--- src/rtl/dld_pkg.sv ---
// Shared constants for the operand loader: operand width and FSM state codes.
package dld_pkg;

    localparam int OPERAND_W = 4;

    localparam logic [1:0] ST_WAIT_A = 2'b00;
    localparam logic [1:0] ST_WAIT_B = 2'b01;
    localparam logic [1:0] ST_READY  = 2'b10;

endpackage

--- src/rtl/btn_debounce.sv ---
// Button conditioner: 2-flop synchroniser, stable-count debounce and a
// one-cycle pulse on each rising edge of the debounced level.
module btn_debounce #(
    parameter int DEBOUNCE_CYCLES = 500000
) (
    input  logic clk,
    input  logic rst_n,
    input  logic btn,
    output logic pulse
);

    localparam int CW = $clog2(DEBOUNCE_CYCLES);

    logic          btn_meta;
    logic          btn_sync;
    logic          level;
    logic          level_d;
    logic [CW-1:0] cnt;

    always_ff @(posedge clk or negedge rst_n) begin
        if (!rst_n) begin
            btn_meta <= 1'b0;
            btn_sync <= 1'b0;
            level    <= 1'b0;
            level_d  <= 1'b0;
            cnt      <= '0;
        end else begin
            btn_meta <= btn;
            btn_sync <= btn_meta;
            level_d  <= level;
            // cnt holds how many consecutive cycles the synced input has disagreed
            if (btn_sync != level) begin
                if (cnt == CW'(DEBOUNCE_CYCLES - 1)) begin
                    level <= btn_sync;
                    cnt   <= '0;
                end else begin
                    cnt <= cnt + CW'(1);
                end
            end else begin
                cnt <= '0;
            end
        end
    end

    // Both terms are registered, so the pulse is glitch-free and lasts one cycle.
    assign pulse = level & ~level_d;

endmodule

--- src/rtl/operand_loader.sv ---
// Loads operand A then operand B from switches on debounced LOAD presses;
// CLEAR returns to the empty state. Feeds four_bit_add directly.
module operand_loader
    import dld_pkg::*;
#(
    parameter int WIDTH           = OPERAND_W,
    parameter int DEBOUNCE_CYCLES = 500000
) (
    input  logic             clk,
    input  logic             rst_n,
    input  logic [WIDTH-1:0] sw,
    input  logic             btn_load,
    input  logic             btn_clear,
    output logic [WIDTH-1:0] in1,
    output logic [WIDTH-1:0] in2,
    output logic             operands_valid,
    output logic [1:0]       state_led
);

    logic [WIDTH-1:0] sw_meta;
    logic [WIDTH-1:0] sw_sync;
    logic             load_p;
    logic             clear_p;
    logic [1:0]       state;

    btn_debounce #(.DEBOUNCE_CYCLES(DEBOUNCE_CYCLES)) u_load_db (
        .clk   (clk),
        .rst_n (rst_n),
        .btn   (btn_load),
        .pulse (load_p)
    );

    btn_debounce #(.DEBOUNCE_CYCLES(DEBOUNCE_CYCLES)) u_clear_db (
        .clk   (clk),
        .rst_n (rst_n),
        .btn   (btn_clear),
        .pulse (clear_p)
    );

    always_ff @(posedge clk or negedge rst_n) begin
        if (!rst_n) begin
            sw_meta <= '0;
            sw_sync <= '0;
        end else begin
            sw_meta <= sw;
            sw_sync <= sw_meta;
        end
    end

    always_ff @(posedge clk or negedge rst_n) begin
        if (!rst_n) begin
            state          <= ST_WAIT_A;
            in1            <= '0;
            in2            <= '0;
            operands_valid <= 1'b0;
        end else if (clear_p) begin
            state          <= ST_WAIT_A;
            in1            <= '0;
            in2            <= '0;
            operands_valid <= 1'b0;
        end else if (state == 2'b11) begin
            state <= ST_WAIT_A;
        end else if (load_p) begin
            case (state)
                ST_WAIT_A: begin
                    in1   <= sw_sync;
                    state <= ST_WAIT_B;
                end
                ST_WAIT_B: begin
                    in2            <= sw_sync;
                    operands_valid <= 1'b1;
                    state          <= ST_READY;
                end
                ST_READY: begin
                    // in2 is kept so the previous B stays on the adder until reloaded
                    in1            <= sw_sync;
                    operands_valid <= 1'b0;
                    state          <= ST_WAIT_B;
                end
                default: state <= ST_WAIT_A;
            endcase
        end
    end

    assign state_led = state;

endmodule

--- config.mk ---
export PLATFORM = sky130hd
export DESIGN_NAME = operand_loader
export DESIGN_NICKNAME = d
export VERILOG_FILES = /design/src/rtl/dld_pkg.sv /design/src/rtl/btn_debounce.sv /design/src/rtl/operand_loader.sv
export SDC_FILE = /design/constraint.sdc
export NUM_CORES = 1
export LEC_CHECK = 0
export ABC_CLOCK_PERIOD_IN_PS = 2300
export CORE_ASPECT_RATIO = 0.75
export CORE_UTILIZATION = 55
export CTS_CLUSTER_DIAMETER = 40
export CTS_CLUSTER_SIZE = 10
export DETAILED_ROUTE_END_ITERATION = 16
export PLACE_DENSITY = 0.83
export SYNTH_ARGS = -nofsm -noshare
export SYNTH_HDL_FRONTEND = slang
export SYNTH_HIERARCHICAL = 1
export SYNTH_SLANG_ARGS = --single-unit
--- constraint.sdc ---
create_clock -name clk -period 2.3 [get_ports clk]
set_clock_uncertainty 0.05 [all_clocks]
set_input_delay 0.575 -clock clk [delete_from_list [all_inputs] [get_ports clk]]
set_output_delay 0.575 -clock clk [all_outputs]
set_load 0.01 [all_outputs]
---- Yosys cells after proc, flatten, opt, wreduce, memory -nomap -nowiden ----
Index checks and enable logic that the tools add are counted.
storage, ports and cells
  memory bits (writable) .................. 0
  latch bits .............................. 0
  bits of input ports ..................... 8
  bits in registers ....................... 65
  memories kept ........................... 0
  ROM bits ................................ 0
operators by class
  divide/modulo/power cells ............... 0
  $lt $le $gt $ge ......................... 0
  shift-type cells ........................ 0
  multipliers ............................. 0
  multiplexer cells ....................... 20
  equal/unequal tests ..................... 8
  bitwise operators ....................... 4
  add/subtract/negate cells ............... 2
  reduce and logical (&&, ||, !) cells .... 12
operators with widths
  kind                                                             number
  19-bit two-way mux                                               4
  19-bit by 1-bit adder with 19-bit output, second input constant  2
  19-bit == test, second input constant                            2
  4-bit two-way mux                                                8
  3-bit AND reduction                                              3
  2-bit two-way mux                                                3
  2-bit nonzero test                                               3
  3-bit nonzero test                                               2
  2-bit == test, second input constant                             2
  2-bit one-hot mux with 2 select lines                            1
  2-bit AND reduction                                              2
  1-bit two-way mux                                                3
  1-bit AND                                                        2
  2-bit by 1-bit == test with 1-bit output, second input constant  1
  2-bit logical NOT                                                1
  1-bit inequality test                                            2
  2-bit inequality test, second input constant                     1
  1-bit inverter                                                   2
  1-bit one-hot mux with 2 select lines                            1
  2-bit OR reduction                                               1

---- Depth between registers and ports, before layout ----
Gate-level depths: netlist (run 1).
  depth after elaboration ................. 6
  depth in mapped cells ................... 5
  mapped depth without buffers ............ 5

---- Hierarchy ----
The synthesis (run 1) kept the hierarchy.
modules (own cells, without submodules)
  module          cells an instance  area each (um^2)  instances
  btn_debounce    107                1111.1            2
  operand_loader  47                 661.9             1

---- Worst setup path before layout (run 1) ----
No wires, ideal clock.
  kind .................................... register -> register
  start ................................... reg u_clear_db.cnt[0]
  end ..................................... reg u_clear_db.cnt[16]
  data arrival time ....................... 1.791 ns
  required time ........................... 2.172 ns
  buffers on the path ..................... 0
  slack ................................... 0.381 ns
  stages on the path, launching flop included .. 6
  period minus slack after synthesis ...... 1.919 ns
  cell sequence ........................... dfrtp_1 ha_1 nand4_4 or4_4 or3_1 a21oi_1
between the ends
  word-level cells in the longest chain between the ends .. 3
  elaborated cells between the ends (all ways) .. 4
  classes of those cells .................. add/sub (1); eq/ne (1); mux (2)
ends and longest elaborated chain
  what                                                                               RTL line                                source
  from (decl)                                                                        btn_debounce.sv:18                      logic [CW-1:0] cnt;
  from (signal assigned)                                                             btn_debounce.sv:37                      cnt <= cnt + CW'(1);
  19-bit by 1-bit adder with 19-bit output / 19-bit == test (equally long branches)  btn_debounce.sv:37, btn_debounce.sv:33
  19-bit two-way mux (*)                                                             btn_debounce.sv:33                      if (cnt == CW'(DEBOUNCE_CYCLES - 1)) begin
  19-bit two-way mux (*)                                                             btn_debounce.sv:32                      if (btn_sync != level) begin
Every way passes the cells marked *; elsewhere a longest branch is shown, timed or not.
A chain may end at the register's enable or synchronous reset.

---- Final worst setup path (run 1) ----
  start ................................... reg u_clear_db.cnt[9]
  end ..................................... reg u_clear_db.cnt[15]
The elaborated chain is that of the path after synthesis.

==> results of run 1 <==
-- layout make-up --
cell class                 count  area, µm²
clock buffer                  10        138
clock inverter                 6       91.3
fill                         358       1570
inverter                      10       37.5
multi-input combinational    180       1180
sequential                    65       1630
tap                           60       75.1
timing repair buffer          24        233
-- how the worst min path moves through the flow --
stage	to	slack [ns]	cells past startpoint
3_5_place_dp	sw_sync[2]$_DFF_PN0_	0.29	0
2_1_floorplan	in1[0]$_DFFE_PN0P_	0.23	0
5_1_grt	u_load_db/cnt[16]$_DFF_PN0_	0.11	1
4_1_cts	u_load_db/cnt[5]$_DFF_PN0_	0.09	1
6_report	u_load_db/cnt[5]$_DFF_PN0_	0.11	1
3_3_place_gp	u_load_db/btn_sync$_DFF_PN0_	0.28	0
-- sequential cells by signal, indices dropped and copies added, names as in the netlist --
name	cells
in1	4
in2	4
operands_valid	1
state_led	2
sw_meta	4
sw_sync	4
u_clear_db/btn_meta	1
u_clear_db/btn_sync	1
u_clear_db/cnt	19
u_clear_db/level	1
u_clear_db/level_d	1
u_load_db/btn_meta	1
u_load_db/btn_sync	1
u_load_db/cnt	19
u_load_db/level	1
u_load_db/level_d	1
-- kinds of logic after synthesis --
family,share of synthesized area
compound gates,0.0460
buf+inv,0.0256
fa+ha+maj,0.00868
simple gates,0.222
xor+xnor,0.0911
flops,0.564
mux,0.0425
-- Yosys cell counts, drive strengths merged --
| library cell | number |
|---|---|
| a21oi | 9 |
| a2bb2oi | 1 |
| and2 | 2 |
| buf | 5 |
| clkbuf | 1 |
| dfrtp | 65 |
| ha | 2 |
| inv | 10 |
| mux2 | 2 |
| mux2i | 10 |
| nand2 | 11 |
| nand2b | 1 |
| nand3 | 14 |
| nand3b | 1 |
| nand4 | 10 |
| nor2 | 48 |
| nor2b | 4 |
| nor3 | 8 |
| nor4 | 12 |
| nor4b | 2 |
| o21ai | 4 |
| o41ai | 2 |
| or3 | 4 |
| or3b | 1 |
| or4 | 2 |
| xnor2 | 26 |
| xor2 | 4 |
-- critical path: stages (launching register included) --
cell	delay (ns)
dfrtp_1	0.44
nor4_1	0.31
nand4_1	0.24
o41ai_4	0.66
buf_4	0.25
nor2_1	0.05
-- stage by stage --
step	hold slack, ns	util	worst slack, ns	instances	area (µm²)
finish	0.108	0.683	0.188	355	3380
global route	0.109	0.683	0.106	355	3380
CTS	0.0901	0.683	0.229	355	3380
detailed placement	0.289	0.637	0.233	339	3160
global placement	0.283	0.637	0.302	339	3160
floorplan	0.229	-	0.381	261	2880
-- power by group --
part	switching (mW)	leakage (nW)	internal [mW]	total, mW
Combinational	0.0451	0.489	0.0315	0.0766
Clock	0.433	0.105	0.641	1.07
Sequential	0.0171	0.876	1.16	1.18
Total	0.496	1.47	1.83	2.33
-- per-layer routing --
metal / wire length (µm) / share of wire / track usage
met1: 2510 / 0.47 / 0.290
met2: 2510 / 0.47 / 0.326
met3: 220 / 0.042 / 0.0688
met4: 64 / 0.012 / 0.0875
met5: 0 / 0 / 0
==> results_dict.tcl, run 1 <==
set metrics [dict create \
    crit_start "u_clear_db/cnt[9]$_DFF_PN0_" \
    drtIter0Drc 127 \
    powerDensity_nw_per_um2 688 \
    tightest_slew_ns 0.786 \
    dp.final_hpwl_um 3610 \
    p_leak_nw 1.47 \
    path_clk_slew_ns 0.07 \
    routed_via_density 5.53 \
    clk_latency_ns 0.33 \
    detail-route-antenna-nets 0 \
    htreeDepth 3 \
    syn_inst 261 \
    core-area_um2 4950 \
    drive_gt1_frac 0.119 \
    syn_nets 271 \
    ir_drop_mv 0.609 \
    cts.sink_count 65 \
    synth.largest_area_cell "dfrtp_1" \
    cts_hold_buf 0 \
    cts_buffer_depth 2 \
    critPathRequiredTime_ns 2.47 \
    fmax_mhz 473 \
    vias 1963 \
    drt_pre_antenna_iters 4 \
    finalCritPeriodShare 0.918 \
    status "finished, final reports clean" \
    syn_avg_cell_area_um2 11.0 \
    drt-wirelength-per-cell_um 14.9 \
    num-nets-final 300 \
    cts_setup_buffers 0 \
    synth-seq-cells 65 \
    grt_usage 0.215 \
    cts_tree "built" \
    endpoint "u_clear_db/cnt[15]$_DFF_PN0_" \
    slew_violations 0 \
    grt-ovfl-total 0 \
    syn_to_final_growth_pct 17.4 \
    layout_commonest_cell "dfrtp_1" \
    gp_congestion 0.887 \
    dieArea_um2 5540 \
    hold_violations 0 \
    critical_path_arrival_ns 2.28 \
    setup_viol_count_final 0 \
    setup_tns_ns 0 \
    dieWidth_um 85.6 \
    seq_area_frac_synth 0.564 \
    start_kind "register" \
    yosys-top-cells-area "dfrtp_1 56%, xnor2_1 7.9%, nor2_1 6.2%, mux2i_1 3.5%, nand3_1 2.4%" \
    start_util 0.582 \
    cts_buffers 9 \
    grt_pass1_vias 1899 \
    die_h_um 64.7 \
    antenna_cells 0 \
    cp-end-kind "register" \
    drc 0 \
    rr_worst_depth 5 \
    synth_top_cell_area_share 0.564 \
    crit_fanout 7 \
    r2r_start "u_clear_db/cnt[9]$_DFF_PN0_" \
    grt_max_degree 35 \
    syn_area_um2 2880 \
    hold_path.class "input pin to async pin" \
    yosysWarnings 6 \
    rows 22 \
    antenna_found_initial 0 \
    r2r_end "u_clear_db/cnt[15]$_DFF_PN0_" \
    max_slew_margin 0.475 \
    finalPower_mw 2.33 \
    rrSetupSlack_ns 0.19 \
    grt_pass1_wl_um 8910 \
    io_buffers 18 \
    grt_setup_unrepaired "no" \
    io_pins 19 \
    final_cell_mix "65 x dfrtp_1, 48 x nor2_1, 26 x xnor2_1" \
    postRouteWirelength_um 5300 \
    period_minus_slack_ns 2.11 \
    cts_resized 0 \
    yosysUniqueCellTypes 31 \
    cts_root_buffer "clkbuf_8" \
    maxCapViolCount 0 \
    worstSetupPathType "register to register" \
]
Power figures use the tool's default switching activity.
==> inputs of run 2 (changes only) <==
--- a/config.mk
+++ b/config.mk
@@ -7,11 +7,11 @@
 export LEC_CHECK = 0
 export ABC_CLOCK_PERIOD_IN_PS = 2300
 export CORE_ASPECT_RATIO = 0.75
-export CORE_UTILIZATION = 55
+export CORE_UTILIZATION = 45
 export CTS_CLUSTER_DIAMETER = 40
 export CTS_CLUSTER_SIZE = 10
 export DETAILED_ROUTE_END_ITERATION = 16
-export PLACE_DENSITY = 0.83
+export PLACE_DENSITY = 0.71
 export SYNTH_ARGS = -nofsm -noshare
 export SYNTH_HDL_FRONTEND = slang
 export SYNTH_HIERARCHICAL = 1
==> run 2 against run 1 <==
Effect of this change: cell area is essentially flat; final cell count grew 5.1%; register-to-register slack gained 0.06 ns; worst hold slack gained 0.083 ns; sequential power is essentially flat; count of clock-buffer cells in the layout is the same; flip-flop and latch count is the same; global-route usage shrank 4.6 points; sequential share of layout area is essentially flat; clock power shrank 9.6%; critical endpoint is now u_load_db/cnt[18]$_DFF_PN0_; largest cell class unchanged.
==> results_dict.tcl, run 2 (synthesized netlist as in run 1, its figures left out) <==
set metrics [dict create \
    die_h_um 71.3 \
    final_core_util 0.563 \
    combPwrFrac 0.034 \
    dieWidth_um 94.4 \
    grt-ovfl-total 0 \
    powerDensity_nw_per_um2 656 \
    final_cell_mix "65 x dfrtp_1, 48 x nor2_1, 26 x xnor2_1" \
    cts_buffer_depth 2 \
    ir_drop_mv 0.545 \
    routed_via_density 5.14 \
    critPathRequiredTime_ns 2.52 \
    htreeDepth 3 \
    cts_tree "built" \
    gp_congestion 0.872 \
    status "finished, final reports clean" \
    drtIter0Drc 88 \
    fmax_mhz 487 \
    drc 0 \
    hold_path.class "input pin to async pin" \
    dp.final_hpwl_um 3270 \
    grt_max_degree 66 \
    top_regs "u_clear_db/cnt x19, u_load_db/cnt x19" \
    detail-route-antenna-nets 0 \
    period_minus_slack_ns 2.05 \
    setup_tns_ns 0 \
    antenna_found_initial 0 \
    vias 1918 \
    hold_violations 0 \
    start_util 0.480 \
    critical_path_arrival_ns 2.27 \
    core-area_um2 6010 \
    internal-power_mw 1.72 \
    cts.sink_count 65 \
    crit_chain "ha_1 -> nand4_4 -> or4_4 -> or3_1 -> a21oi_1" \
    antenna_cells 0 \
    finalCritPeriodShare 0.893 \
    drt_pre_antenna_iters 4 \
    grt_usage 0.169 \
    swShare 0.224 \
    start_kind "register" \
    cts_hold_buf 0 \
    grt_setup_unrepaired "no" \
    cts_setup_buffers 0 \
    postRouteWirelength_um 4830 \
    cp-end-kind "register" \
    layout_commonest_cell "dfrtp_1" \
    crit_fanout 8 \
    p_seq_frac 0.531 \
    dieArea_um2 6740 \
    maxCapViolCount 0 \
    grt_pass1_vias 1897 \
    drive_gt1_frac 0.119 \
    r2r_start "u_load_db/cnt[0]$_DFF_PN0_" \
    path_clk_slew_ns 0.07 \
    p_clk_frac 0.435 \
    crit_slowest_cell "or4_4" \
    slew_violations 0 \
    cts_buffers 9 \
    p_leak_nw 1.46 \
    cts_resized 0 \
    place_ws_ns 0.262 \
    critPathMaxStageDelay_ns 0.59 \
    rows 24 \
    syn_to_final_growth_pct 17.3 \
    crit_start "u_load_db/cnt[0]$_DFF_PN0_" \
    num-nets-final 300 \
    io_pins 19 \
    cts_root_buffer "clkbuf_8" \
    worstSetupPathType "register to register" \
    clk_latency_ns 0.34 \
    tightest_slew_ns 0.487 \
    finalPower_mw 2.22 \
    power.switching_mw 0.497 \
    io_buffers 18 \
    max_slew_margin 0.672 \
    setup_viol_count_final 0 \
    grt_pass1_wl_um 8740 \
    drt-wirelength-per-cell_um 12.9 \
    setup_slack_ns 0.246 \
]
==> run 2: cell count changes in the layout (fill, tap and decap cells not counted) <==
| cell | delta |
|---|---|
| clkinv_2 | +1 |
| bufinv_16 | -1 |
| clkinvlp_4 | -1 |
| clkinv_4 | +1 |
==> run 2: routing by layer <==
metal | up-vias | routed length [µm] | track usage
met1 | 926 | 2490 | 0.238
met2 | 27 | 2120 | 0.244
met5 | - | 0 | 0
li1 | 957 | - | -
met4 | 0 | 63 | 0.0615
met3 | 8 | 152 | 0.0573
==> run 2: layout make-up <==
class,count,area [µm²]
fill,507,2620
multi-input combinational,180,1180
sequential,65,1630
inverter,10,37.5
timing repair buffer,24,233
clock buffer,10,138
tap,78,97.6
clock inverter,6,67.6
==> run 2: worst max-delay path, delay by kind of cell, from the launching register on <==
kind | cells | cell delay, ns
AOI/OAI and AO/OA | 1 | 0.14
and+or+nand+nor | 3 | 1.11
adders and majority gates | 1 | 0.27
DFF | 1 | 0.41
==> run 2: worst paths after layout <==
check                           slack [ns]                            end  depth (start not counted)
worst max-delay path                  0.25    u_load_db/cnt[18]$_DFF_PN0_                          5
worst min-delay path                  0.19    u_load_db/cnt[15]$_DFF_PN0_                          2
worst max register to register        0.25    u_load_db/cnt[18]$_DFF_PN0_                          5
worst min register to register        0.30  u_clear_db/btn_sync$_DFF_PN0_                          0
max in group asynchronous             1.74    u_clear_db/cnt[1]$_DFF_PN0_                          2
min in group clk                      0.30  u_clear_db/btn_sync$_DFF_PN0_                          0
==> run 2: power groups by stage <==
stage | combinational, mW | sequential, mW | clock (mW)
CTS | 0.0781 | 1.18 | 1.00
floorplan | 0.0360 | 1.19 | 0
global route | 0.0858 | 1.18 | 1.05
detailed placement | 0.0777 | 1.20 | 0
global placement | 0.0770 | 1.20 | 0
finish | 0.0751 | 1.18 | 0.967
==> run 2: metrics by stage <==
stage                     cells  instance area [µm²]  hold slack [ns]
after detailed placement    357                 3180            0.287
after CTS                   373                 3380            0.186
final                       373                 3380            0.191
after global placement      357                 3180            0.282
after floorplan             261                 2880            0.229
after global routing        373                 3380            0.207
==> inputs of run 3 (changes only) <==
--- a/config.mk
+++ b/config.mk
@@ -6,12 +6,14 @@
 export NUM_CORES = 1
 export LEC_CHECK = 0
 export ABC_CLOCK_PERIOD_IN_PS = 2300
+export CELL_PAD_IN_SITES_DETAIL_PLACEMENT = 0
+export CELL_PAD_IN_SITES_GLOBAL_PLACEMENT = 1
 export CORE_ASPECT_RATIO = 0.75
 export CORE_UTILIZATION = 45
 export CTS_CLUSTER_DIAMETER = 40
 export CTS_CLUSTER_SIZE = 10
 export DETAILED_ROUTE_END_ITERATION = 16
-export PLACE_DENSITY = 0.71
+export PLACE_DENSITY = 0.84
 export SYNTH_ARGS = -nofsm -noshare
 export SYNTH_HDL_FRONTEND = slang
 export SYNTH_HIERARCHICAL = 1
==> run 3 against run 2 <==
Effect of this change: sequential share of layout area rose by 0.58 points; worst hold slack got worse by 0.068 ns; non-clock buffer count shrank 1; routed wire length increased by 3.5%; critical path depth is the same; count of clock-buffer cells in the layout stayed put; register-to-register slack about the same.
==> results_dict.tcl, run 3 (synthesized netlist as in run 1, its figures left out) <==
set metrics [dict create \
    detail-route-antenna-nets 0 \
    clk_latency_ns 0.34 \
    cts.sink_count 65 \
    hold_violations 0 \
    top_regs "u_clear_db/cnt x19, u_load_db/cnt x19" \
    dieArea_um2 6740 \
    io_pins 19 \
    tightest_slew_ns 0.801 \
    gp_congestion 0.816 \
    finalCritPeriodShare 0.894 \
    start_util 0.480 \
    num-nets-final 299 \
    setup_slack_ns 0.243 \
    cp-end-kind "register" \
    grt_pass1_vias 1854 \
    postRouteWirelength_um 4990 \
    cts_buffer_depth 2 \
    vias 1927 \
    grt_max_degree 50 \
    period_minus_slack_ns 2.06 \
    p_leak_nw 1.44 \
    multi_input_area_um2 1180 \
    drc 0 \
    fmax_mhz 486 \
    fillers 528 \
    drive_gt1_frac 0.112 \
    syn_to_final_growth_pct 15.9 \
    start_kind "register" \
    drtIter0Drc 152 \
    slew_violations 0 \
    place_ws_ns 0.258 \
    critical_path_arrival_ns 2.26 \
    hold_path.class "input pin to async pin" \
    cts_hold_buf 0 \
    grt_setup_unrepaired "no" \
    placed_cell_area_um2 3170 \
    routed_via_density 5.18 \
    drt-wirelength-per-cell_um 13.4 \
    powerDensity_nw_per_um2 623 \
    grt_usage 0.171 \
    setup_viol_count_final 0 \
    critPathRequiredTime_ns 2.50 \
    grt-ovfl-total 0 \
    die_h_um 71.3 \
    maxCapViolCount 0 \
    dp.final_hpwl_um 3430 \
    htreeDepth 3 \
    cts_root_buffer "clkbuf_8" \
    drt_pre_antenna_iters 4 \
    cts_buffers 9 \
    fin_hold_ws_ns 0.123 \
    finalPower_mw 2.08 \
    seq_area_um2 1630 \
    grt_pass1_wl_um 8730 \
    ir_drop_mv 0.422 \
    status "finished, final reports clean" \
    rows 24 \
    cts_tree "built" \
    crit_fanout 8 \
    antenna_found_initial 0 \
    antenna_cells 0 \
    cts_setup_buffers 0 \
    worstSetupPathType "register to register" \
    cts_resized 0 \
    dieWidth_um 94.4 \
    path_clk_slew_ns 0.07 \
    core-area_um2 6010 \
    max_slew_margin 0.465 \
    final_cell_mix "65 x dfrtp_1, 48 x nor2_1, 26 x xnor2_1" \
    io_buffers 18 \
    setup_tns_ns 0 \
    layout_commonest_cell "dfrtp_1" \
    fin_area_um2 3340 \
]
[run 3: where the power goes]
part,internal (mW),switching (mW),total (mW)
combinational,0.0304,0.0444,0.0747
sequential,1.16,0.0162,1.18
clock,0.392,0.439,0.831
total,1.58,0.500,2.08
[run 3: final cells by class]
cell class / count / share of cell area
Sequential cell: 65 / 0.487
Multi-Input combinational cell: 180 / 0.354
Timing Repair Buffer: 23 / 0.0674
Clock buffer: 10 / 0.0382
Tap cell: 78 / 0.0292
Clock inverter: 6 / 0.0135
Inverter: 10 / 0.0112
[run 3: layer usage]
layer	vias up	GRT usage	share of wire
li1	961	-	-
met1	908	0.258	0.52
met2	50	0.226	0.41
met3	8	0.0594	0.056
met4	0	0.0564	0.013
met5	-	0	0
[run 3: final timing paths]
kind / startpoint / to / slack [ns] / cells after the start
worst max-delay path: u_load_db/cnt[0]$_DFF_PN0_ / u_load_db/cnt[18]$_DFF_PN0_ / 0.24 / 5
worst min-delay path: rst_n / u_clear_db/cnt[8]$_DFF_PN0_ / 0.12 / 1
worst max register to register: u_load_db/cnt[0]$_DFF_PN0_ / u_load_db/cnt[18]$_DFF_PN0_ / 0.24 / 5
worst min register to register: sw_meta[1]$_DFF_PN0_ / sw_sync[1]$_DFF_PN0_ / 0.30 / 0
max in group asynchronous: rst_n / u_load_db/cnt[6]$_DFF_PN0_ / 1.49 / 2
min in group clk: sw_meta[1]$_DFF_PN0_ / sw_sync[1]$_DFF_PN0_ / 0.30 / 0
[run 3: critical path, cell delays in order (launching register included)]
cell and delay, ns:
dfrtp_1 0.41, ha_1 0.27, nand4_4 0.19, or4_4 0.58
or3_1 0.32, a21oi_1 0.16
[run 3: through the flow]
step / util / instances
final: 0.557 / 372
after floorplan: - / 261
after global routing: 0.557 / 372
after detailed placement: 0.528 / 356
after CTS: 0.557 / 372
after global placement: 0.528 / 356
